<file path="config.mk">
export PLATFORM = sky130hd
export DESIGN_NAME = jk_bank_loader
export DESIGN_NICKNAME = d
export VERILOG_FILES = /design/src/rtl/jk_bank_loader.sv
export SDC_FILE = /design/constraint.sdc
export NUM_CORES = 1
export LEC_CHECK = 0
export ABC_CLOCK_PERIOD_IN_PS = 2700
export BUFFER_PORTS_ARGS = -buffer_cell sky130_fd_sc_hd__buf_4
export CORE_MARGIN = 3
export CORE_UTILIZATION = 56
export CTS_BUF_LIST = sky130_fd_sc_hd__clkbuf_8
export CTS_CLUSTER_SIZE = 12
export DETAILED_ROUTE_END_ITERATION = 8
export PLACE_DENSITY = 0.86
export SLEW_MARGIN = 10
export SYNTH_ARGS = -nofsm -noshare
export SYNTH_HDL_FRONTEND = slang
export SYNTH_SLANG_ARGS = --single-unit
</file>
<file path="constraint.sdc">
create_clock -name clk -period 2.7 [get_ports clk]
set_input_delay 0.27 -clock clk [delete_from_list [all_inputs] [get_ports clk]]
set_output_delay 0.27 -clock clk [all_outputs]
set_load 0.1 [all_outputs]
</file>
<file path="src/rtl/jk_bank_loader.sv">
// jk_bank_loader: drives J/K commands into an external JK flip-flop bank until
// its Q matches a requested target word, retrying up to MAX_RETRY extra times.
// Optional build macro: JK_BANK_LOADER_TOGGLE_EN (mismatched bits toggle, J=K=1).
module jk_bank_loader #(
   parameter int unsigned WIDTH     = 8,
   parameter int unsigned MAX_RETRY = 3
) (
   input  logic             clk,
   input  logic             rst,
   input  logic             start,
   input  logic [WIDTH-1:0] target,
   input  logic [WIDTH-1:0] q_fb,
   output logic [WIDTH-1:0] j,
   output logic [WIDTH-1:0] k,
   output logic             busy,
   output logic             done,
   output logic             err,
   output logic [3:0]       attempts
);

   typedef enum logic [1:0] {
      IDLE  = 2'd0,
      DRIVE = 2'd1,
      CHECK = 2'd2,
      FIN   = 2'd3
   } state_t;

   // One spare bit so MAX_RETRY=15 cannot wrap the counter back into range.
   localparam logic [4:0] MAX_R = 5'(MAX_RETRY);

   state_t           state, state_nx;
   logic [WIDTH-1:0] tgt_r, tgt_nx;
   logic [WIDTH-1:0] j_nx, k_nx;
   logic [WIDTH-1:0] cmd_t, cmd_j, cmd_k;
   logic             err_nx;
   logic [4:0]       cnt, cnt_nx;

   // Per-bit command from the wanted word (fresh target in IDLE, latched otherwise) and bank Q.
   always_comb begin
      cmd_t = (state == IDLE) ? target : tgt_r;
`ifdef JK_BANK_LOADER_TOGGLE_EN
      cmd_j = cmd_t ^ q_fb;
      cmd_k = cmd_t ^ q_fb;
`else
      cmd_j = cmd_t & ~q_fb;
      cmd_k = ~cmd_t & q_fb;
`endif
   end

   // Next-state and next-output logic; j/k default to hold so they are nonzero only in DRIVE.
   always_comb begin
      state_nx = state;
      tgt_nx   = tgt_r;
      j_nx     = '0;
      k_nx     = '0;
      err_nx   = err;
      cnt_nx   = cnt;
      case (state)
         IDLE: begin
            if (start) begin
               tgt_nx   = target;
               err_nx   = 1'b0;
               j_nx     = cmd_j;
               k_nx     = cmd_k;
               cnt_nx   = 5'd1;
               state_nx = DRIVE;
            end
         end
         DRIVE: begin
            state_nx = CHECK;
         end
         CHECK: begin
            if (q_fb == tgt_r) begin
               state_nx = FIN;
            end else if (cnt <= MAX_R) begin
               j_nx     = cmd_j;
               k_nx     = cmd_k;
               cnt_nx   = cnt + 5'd1;
               state_nx = DRIVE;
            end else begin
               err_nx   = 1'b1;
               state_nx = FIN;
            end
         end
         FIN: begin
            state_nx = IDLE;
         end
         default: begin
            state_nx = IDLE;
         end
      endcase
   end

   // State and registered outputs, synchronous active-high reset.
   always_ff @(posedge clk) begin
      if (rst) begin
         state <= IDLE;
         tgt_r <= '0;
         j     <= '0;
         k     <= '0;
         err   <= 1'b0;
         cnt   <= '0;
      end else begin
         state <= state_nx;
         tgt_r <= tgt_nx;
         j     <= j_nx;
         k     <= k_nx;
         err   <= err_nx;
         cnt   <= cnt_nx;
      end
   end

   assign busy     = (state == DRIVE) || (state == CHECK);
   assign done     = (state == FIN);
   assign attempts = cnt[4] ? 4'hF : cnt[3:0];

endmodule

</file>
### Word-level counts from Yosys, hierarchy flattened

Index checks and enable logic that the tools add are counted.

* bits in registers: 32
* bits of input ports: 19
* output and inout port bits: 23

* add/sub/neg operators: 1
* magnitude comparators: 1
* eq/ne operators: 8
* mux-type cells: 22
* bitwise operators: 4
* reductions and logical operators: 6

Operators with widths (count)
* 8-bit 2-to-1 mux: 7
* 8-bit case mux with 2 select lines: 2
* 8-bit bitwise AND: 2
* 8-bit NOT: 2
* 5-bit 2-to-1 mux: 3
* 5-bit case mux with 2 select lines: 1
* 8-bit equality test: 1
* 2-bit != test (second input constant): 4
* 2-bit case mux with 4 select lines: 1
* 4-bit AND reduction: 2
* 2-bit 2-to-1 mux: 3
* 5-bit by 1-bit adder with 5-bit output (second input constant): 1
* 5-bit by 2-bit <= comparator with 1-bit output (second input constant): 1
* 2-bit equality test (second input constant): 2
* 4-bit 2-to-1 mux: 1
* 1-bit 2-to-1 mux: 3
* 2-bit by 1-bit equality test with 1-bit output (second input constant): 1
* 2-bit logical NOT: 1
* 1-bit case mux with 2 select lines: 1
* 2-bit AND reduction: 1
* 2-bit nonzero test: 1
* 1-bit logical OR: 1

### Logic depth before layout (Yosys ltp)

Gate-level depths: netlist of run 1.

* word-level depth: 7
* mapped depth: 7
* depth with buffers taken out: 7

### Least setup slack after synthesis of run 1

Ideal clock, no wire load.

* path kind: register to register
* start: register state[0]
* end: register j[5]
* data arrival time: 1.499 ns
* path slack: 1.128 ns
* cell stages (with the launch flop): 8
* period minus slack after synthesis: 1.572 ns
* cells stage by stage: dfxtp_1 inv_1 ha_1 inv_1 a211oi_1 o21bai_4 buf_8 nor3_2

* longest elaborated chain between the ends: 6

Ends and longest elaborated chain
* start, declared: RTL line 31 `state_t state, state_nx;`
* start signal, assigned: RTL line 104 `state <= state_nx;`
* 2-bit logical NOT: RTL line 40, 58
* 8-bit 2-to-1 mux: RTL line 40 `cmd_t = (state == IDLE) ? target : tgt_r;`
* 8-bit bitwise AND: RTL line 45 `cmd_j = cmd_t & ~q_fb;`
* 8-bit 2-to-1 mux: RTL line 75 `end else if (cnt <= MAX_R) begin`
* 8-bit 2-to-1 mux: RTL line 73 `if (q_fb == tgt_r) begin`
* 8-bit case mux with 2 select lines *: RTL line 58 `case (state)`
* end signal, assigned: RTL line 106 `j <= j_nx;`
* end, declared: RTL line 13 `output logic [WIDTH-1:0] j,`

Every way passes the cells marked *; elsewhere a longest branch is shown, timed or not.
A chain may end at the register's enable or synchronous reset.

### Final worst setup path of run 1

* start: register state[0]
* end: register cnt[0]

* longest elaborated chain between the ends: 3

Ends and longest elaborated chain
* 2-bit equality test or 2-bit logical NOT (tied branches): RTL line 58
* 2-bit != test (no source line) or 2-bit nonzero test (tied branches)
* 4-bit AND reduction (no source line)
* end signal, assigned: RTL line 109 `cnt <= cnt_nx;`
* end, declared: RTL line 36 `logic [4:0] cnt, cnt_nx;`

Parallel ways exist; a longest one is shown, timed or not.

==> qor.txt, run 1 <==
critical path cell sequence -> inv_1 > ha_1 > nand2_1 > o21ai_1 > nand4_1 > o311a_2
drt initial violations -> 26
clk_lat worst skew -> 280 ps
final wirelength -> 2.94 mm
worst-case clock buffer depth -> 2
largest net degree at the start of global routing -> 17
Num CTS Buffers -> 5
sequential share of the synthesized area -> 46.3%
Final HPWL DP -> 2.13 mm
Max-Cap Viols -> 0
CTS-repair resized insts -> 0
Finish-stage setup viols -> 0
Final Skew -> 5.78 ps
layout cell share with drive strength beyond 1 -> 34.6%
synthesized area -> 1380 µm²
Synth Warn # -> 0
Post-synth top cells -> dfxtp_1, nand2_1, a21oi_1
largest family of logic cells by synthesized area -> simple AND/OR/NAND/NOR gates
Root Driver -> clkbuf_8
Pre-Repair DR Iteration Count -> 7
clock transition at the registers of the reported paths -> 70 ps
Synth Area in Simple Gates -> 24.1%
Vias/cell -> 5.21
Relative slew margins -> 57.4%
Final ANT Viol Nets -> 0
nets@finish -> 215
DIE AREA -> 3100 µm²
syn_area_per_cell -> 9.41 µm²
FMAX -> 459 MHz
Routed met2 length -> 1.51 mm
Slew @ Worst Pin -> 640 ps
number of synthesized flops with an enable pin -> 0
postcts setup bufs -> 0
post-route non-filler standard cell count -> 219
CP Launch Type -> flip-flop
total power -> 0.00143 W
initial core utilization -> 60.8%
CTS Sinks -> 32
Design Area, Final -> 1780 µm²
Internal -> 0.000834 W
Final min period -> 2180 ps
Clk pwr share -> 23.6%
gr usage total -> 21.3%
Critical Path RT -> 2860 ps
arrival time at the worst endpoint -> 2340 ps
proportion of synthesized area in mux cells -> 5.79%
Placement Cell Area -> 1700 µm²
Core Region -> 2280 µm²
vias in the first global route -> 1,186
WL met1 -> 1.21 mm
Post-Synth Adder-Cell Area -> 4.52%
Final Util -> 78.1%
Worst R2R Setup Slack -> 520 ps
max-slew violations -> 0
setup TNS -> 0 ps
Inst Count DP -> 212
Area growth syn-to-layout -> 28.4%
post-synthesis compound-gate area fraction -> 11.5%
Hold Path Class -> in2reg
static leakage -> 0.809 nW
initial antenna violation count -> 0
post-synth top area share -> 46.3%
Peak VDD IR -> 0.742 mV
Synth area leader -> dfxtp_1
H-tree levels -> 2
unrepaired setup endpoints after global routing -> false
Flop pwr share -> 38.2%
CP Capture Type -> flip-flop
worst stage delay on the critical path -> 580 ps
DIE WIDTH -> 55.7 µm
top sig layer -> met4
Mapped Nets -> 171
CTS tree -> done
P_sw -> 0.000592 W
Ports -> 42
Cells after Synth -> 147
Final Cycle Share -> 80.6%
Port Buffers -> 41
critical path start-end classification -> reg2reg
most common cell in the netlist -> dfxtp_1
Synth area leaders -> dfxtp_1, nand2_1, mux2i_1
slowest cell on the critical path -> ha_1
combinational share of power -> 38.3%
first-pass GRT wire length -> 5.21 mm
GR Overflow Total -> 0
routability cong. -> 0.817
chip height -> 55.7 µm
wire per inst -> 13.4 µm
crit-path max FO -> 13
post-synthesis xor/xnor area fraction -> 5.06%
outcome -> completed
Via Count -> 1,141
main flop type after synthesis -> dfxtp_1
DR WL met3 -> 174 µm
ANT cells -> 0
Switching Share -> 41.5%
Pwr Density -> 802 nW/µm²
# DRC -> 0
post-synthesis cell type count -> 32
Rows -> 17
hold buffers post-CTS -> 0
ys async rst share -> 0%
post-synthesis register bit count -> 32
Final Hold Fails -> 0
logic make-up (layout without fill, tap and decap cells):
logic type	after synthesis	after routing
AND/OR/NAND/NOR	64	64
flip-flops	32	32
AO/OA/AOI/OAI	23	23
XOR/XNOR	8	8
multiplexers	8	8
buffers and inverters	7	51
adder cells (fa/ha/maj)	5	5
layout by cell type, fill, tap and decap left out:
| cell type | instances |
|---|---|
| o21bai_4 | 1 |
| nand2_1 | 27 |
| nor2_1 | 6 |
| nor3b_1 | 2 |
| o311a_2 | 1 |
| clkinv_2 | 1 |
| a21oi_2 | 1 |
| ha_1 | 5 |
| or2_2 | 4 |
| mux2i_1 | 8 |
| nor2_2 | 8 |
| a31oi_1 | 3 |
| nor3_1 | 7 |
| nand4_1 | 2 |
| a211oi_1 | 2 |
| xor2_1 | 8 |
| nand3b_1 | 1 |
| o21ai_1 | 1 |
| nor3_2 | 2 |
| inv_1 | 4 |
| a21oi_1 | 9 |
| nand2b_1 | 2 |
| buf_4 | 41 |
| clkbuf_8 | 5 |
| nor4_2 | 2 |
| a311oi_1 | 1 |
| a21o_1 | 1 |
| o211ai_1 | 1 |
| dfxtp_1 | 32 |
| and2_1 | 1 |
| o21ai_0 | 1 |
| o21a_1 | 1 |
critical path: cells and delay by family, from the launching register on:
| family | cells | cell delay, ps |
|---|---|---|
| adders and majority gates | 1 | 580 |
| and+or+nand+nor | 2 | 530 |
| AOI/OAI and AO/OA | 2 | 500 |
| DFF | 1 | 340 |
| buffers and inverters | 1 | 110 |
state kept, by name, indices dropped and copies added (netlist names):
register  cells
tgt_r         8
cnt           5
state         2
k             8
err           1
j             8
stage by stage:
stage	setup WS, ps	hold WS, ps
CTS	537	167
detailed placement	567	465
floorplan	1130	340
global route	297	164
global placement	694	463
finish	524	171
path summary, 6_finish.rpt:
kind / start / end / cells after the start
worst max-delay path: state[0] / cnt[0] / 6
worst min-delay path: q_fb[3] / j[3] / 2
worst min register to register: tgt_r[3] / tgt_r[3] / 2
worst max register to register: state[0] / cnt[0] / 6
layout make-up:
class / instances / area (µm²)
Inverter: 3 / 11.3
Multi-Input combinational cell: 108 / 704
Fill cell: 174 / 499
Tap cell: 28 / 35.0
Clock buffer: 5 / 68.8
Clock inverter: 2 / 8.76
Sequential cell: 32 / 641
Timing Repair Buffer: 41 / 308
power by group through the flow:
stage	clock network [W]	logic [W]	registers, W
after floorplan	0	0.000319	0.000676
after global placement	0	0.000532	0.000550
after detailed placement	0	0.000543	0.000553
after CTS	0.000344	0.000547	0.000543
after global routing	0.000370	0.000579	0.000550
final	0.000336	0.000545	0.000544
routing by layer:
metal | vias to the layer above | track usage, %
li1 | 588 | -
met1 | 516 | 22.4
met2 | 32 | 37.8
met3 | 5 | 8.35
met4 | 0 | 7.99
met5 | - | 0
(Power assumes the default switching activity.)
==> run 2, diff against run 1 <==
--- a/config.mk
+++ b/config.mk
@@ -5,14 +5,14 @@
 export SDC_FILE = /design/constraint.sdc
 export NUM_CORES = 1
 export LEC_CHECK = 0
-export ABC_CLOCK_PERIOD_IN_PS = 2700
+export ABC_CLOCK_PERIOD_IN_PS = 2100
 export BUFFER_PORTS_ARGS = -buffer_cell sky130_fd_sc_hd__buf_4
 export CORE_MARGIN = 3
-export CORE_UTILIZATION = 56
+export CORE_UTILIZATION = 52
 export CTS_BUF_LIST = sky130_fd_sc_hd__clkbuf_8
 export CTS_CLUSTER_SIZE = 12
 export DETAILED_ROUTE_END_ITERATION = 8
-export PLACE_DENSITY = 0.86
+export PLACE_DENSITY = 0.81
 export SLEW_MARGIN = 10
 export SYNTH_ARGS = -nofsm -noshare
 export SYNTH_HDL_FRONTEND = slang
==> constraint.sdc (replaced) <==
create_clock -name clk -period 2.1 [get_ports clk]
set_input_delay 0.21 -clock clk [delete_from_list [all_inputs] [get_ports clk]]
set_output_delay 0.21 -clock clk [all_outputs]
set_load 0.1 [all_outputs]
==> run 2 against run 1 <==
  * Combinational power grew 34%
  * Sequential power grew 28%
  * Critical path depth shrank 1
  * Global-route usage shrank 1.3 points
  * Clock-buffer cell count grew 1
  * Final cell count grew 3.2%
  * Worst setup slack lost 220 ps
  * Sequential share of layout area shrank 0.89 points
==> qor.txt, run 2 (synthesized netlist as in run 1, its figures left out) <==
outcome -> completed
Port Buffers -> 41
CP Capture Type -> flip-flop
Final min period -> 1800 ps
hold buffers post-CTS -> 0
Vias/cell -> 5.24
Design Area, Final -> 1820 µm²
drt initial violations -> 21
arrival time at the worst endpoint -> 1950 ps
Ports -> 42
H-tree levels -> 2
first-pass GRT wire length -> 4.87 mm
max-slew violations -> 0
Internal -> 0.00113 W
Area growth syn-to-layout -> 31.6%
Final Cycle Share -> 85.8%
Final Hold Fails -> 0
Root Driver -> clkbuf_8
initial core utilization -> 55.4%
final wirelength -> 3.02 mm
Slew @ Worst Pin -> 496 ps
DIE WIDTH -> 57.6 µm
WHS Endpoint -> j[0]
Core Region -> 2500 µm²
Final Util -> 72.9%
Via Count -> 1,185
layout cell share with drive strength beyond 1 -> 35.7%
Final HPWL DP -> 2.23 mm
clock transition at the registers of the reported paths -> 60 ps
depth of the most critical reg-to-reg path -> 5
Num CTS Buffers -> 5
clk_lat worst skew -> 280 ps
Rows -> 18
GR Overflow Total -> 0
vias in the first global route -> 1,144
setup slack after layout -> 299 ps
worst hold path depth -> 2
Flop pwr share -> 36.7%
crit-path max FO -> 16
FMAX -> 555 MHz
routability cong. -> 0.775
largest registers -> j: 8 flops, k: 8 flops, tgt_r: 8 flops
nets@finish -> 219
combinational share of power -> 38.4%
DIE AREA -> 3320 µm²
Max-Cap Viols -> 0
wire per inst -> 13.4 µm
Placement Cell Area -> 1730 µm²
Clk pwr share -> 24.9%
P_sw -> 0.000774 W
worst-case clock buffer depth -> 2
min-delay src -> q_fb[0]
Place WS -> 288 ps
setup TNS -> 0 ps
chip height -> 57.6 µm
Final Skew -> 5.88 ps
R2R Path Start -> state[1]
Relative slew margins -> 66.9%
Worst R2R Setup Slack -> 300 ps
commonest non-fill, non-tap cells in the layout -> buf_4, dfxtp_1, nand2_1
CTS-repair resized insts -> 0
CTS tree -> done
CTS Sinks -> 32
Finish-stage setup viols -> 0
most common cell after layout, fill and taps aside -> buf_4
Switching Share -> 40.7%
critical path start-end classification -> reg2reg
largest net degree at the start of global routing -> 17
Pwr Density -> 1040 nW/µm²
unrepaired setup endpoints after global routing -> false
postcts setup bufs -> 0
CP Launch Type -> flip-flop
gr usage total -> 19.9%
Pre-Repair DR Iteration Count -> 4
static leakage -> 0.837 nW
Final ANT Viol Nets -> 0
Critical Path RT -> 2250 ps
initial antenna violation count -> 0
# DRC -> 0
R2R Path End -> j[4]
Hold Path Class -> in2reg
ANT cells -> 0
Peak VDD IR -> 0.912 mV
run 2: cell types whose count changed in the layout (fill, tap and decap cells not counted), sizes merged:
cell    change
buf         +4
inv         +1
clkinv      -1
clkbuf      +1
run 2: power groups by stage:
stage          clock network (W)  registers, W  logic [W]
2_1_floorplan                  0      0.000869   0.000410
3_3_place_gp                   0      0.000708   0.000711
3_5_place_dp                   0      0.000713   0.000727
4_1_cts                 0.000485      0.000699   0.000731
5_1_grt                 0.000505      0.000705   0.000773
6_report                0.000473      0.000698   0.000730
run 2: final cells by class:
cell class              instances  area, µm²
clock inverters                 2       7.51
fillers                       202        678
clock buffers                   6       82.6
multi-input cells             108        704
repair buffers                 45        338
inverters                       3       11.3
well taps                      30       37.5
flip-flops and latches         32        641
run 2: how the worst max path moves through the flow:
stage / startpoint / endpoint / slack, ps / depth (start not counted)
2_1_floorplan: state[0] / j[5] / 530 / 7
3_3_place_gp: q_fb[6] / j[2] / 370 / 6
3_5_place_dp: q_fb[6] / j[4] / 290 / 6
4_1_cts: tgt_r[6] / j[4] / 290 / 5
5_1_grt: state[0] / j[7] / 170 / 6
6_report: state[1] / j[4] / 300 / 5
run 2: stage by stage:
step,hold WS [ps],power (W),cells
after global placement,401,0.00142,218
final,112,0.00190,226
after floorplan,280,0.00128,147
after CTS,102,0.00192,226
after detailed placement,407,0.00144,218
after global routing,104,0.00198,226
run 2: worst max-delay path, cell delays in order, from the launching register on:
cell and delay [ps]:
dfxtp_1 420, inv_1 90, ha_1 340, and2_1 260, o21bai_4 450, nor3_1 110
run 2: per-layer routing:
metal	share of wire (%)	GRT usage (%)	vias up
met5	0	0	-
met4	2.9	12.3	0
met3	7.0	7.47	8
met2	52	33.9	33
met1	38	20.5	542
li1	-	-	602
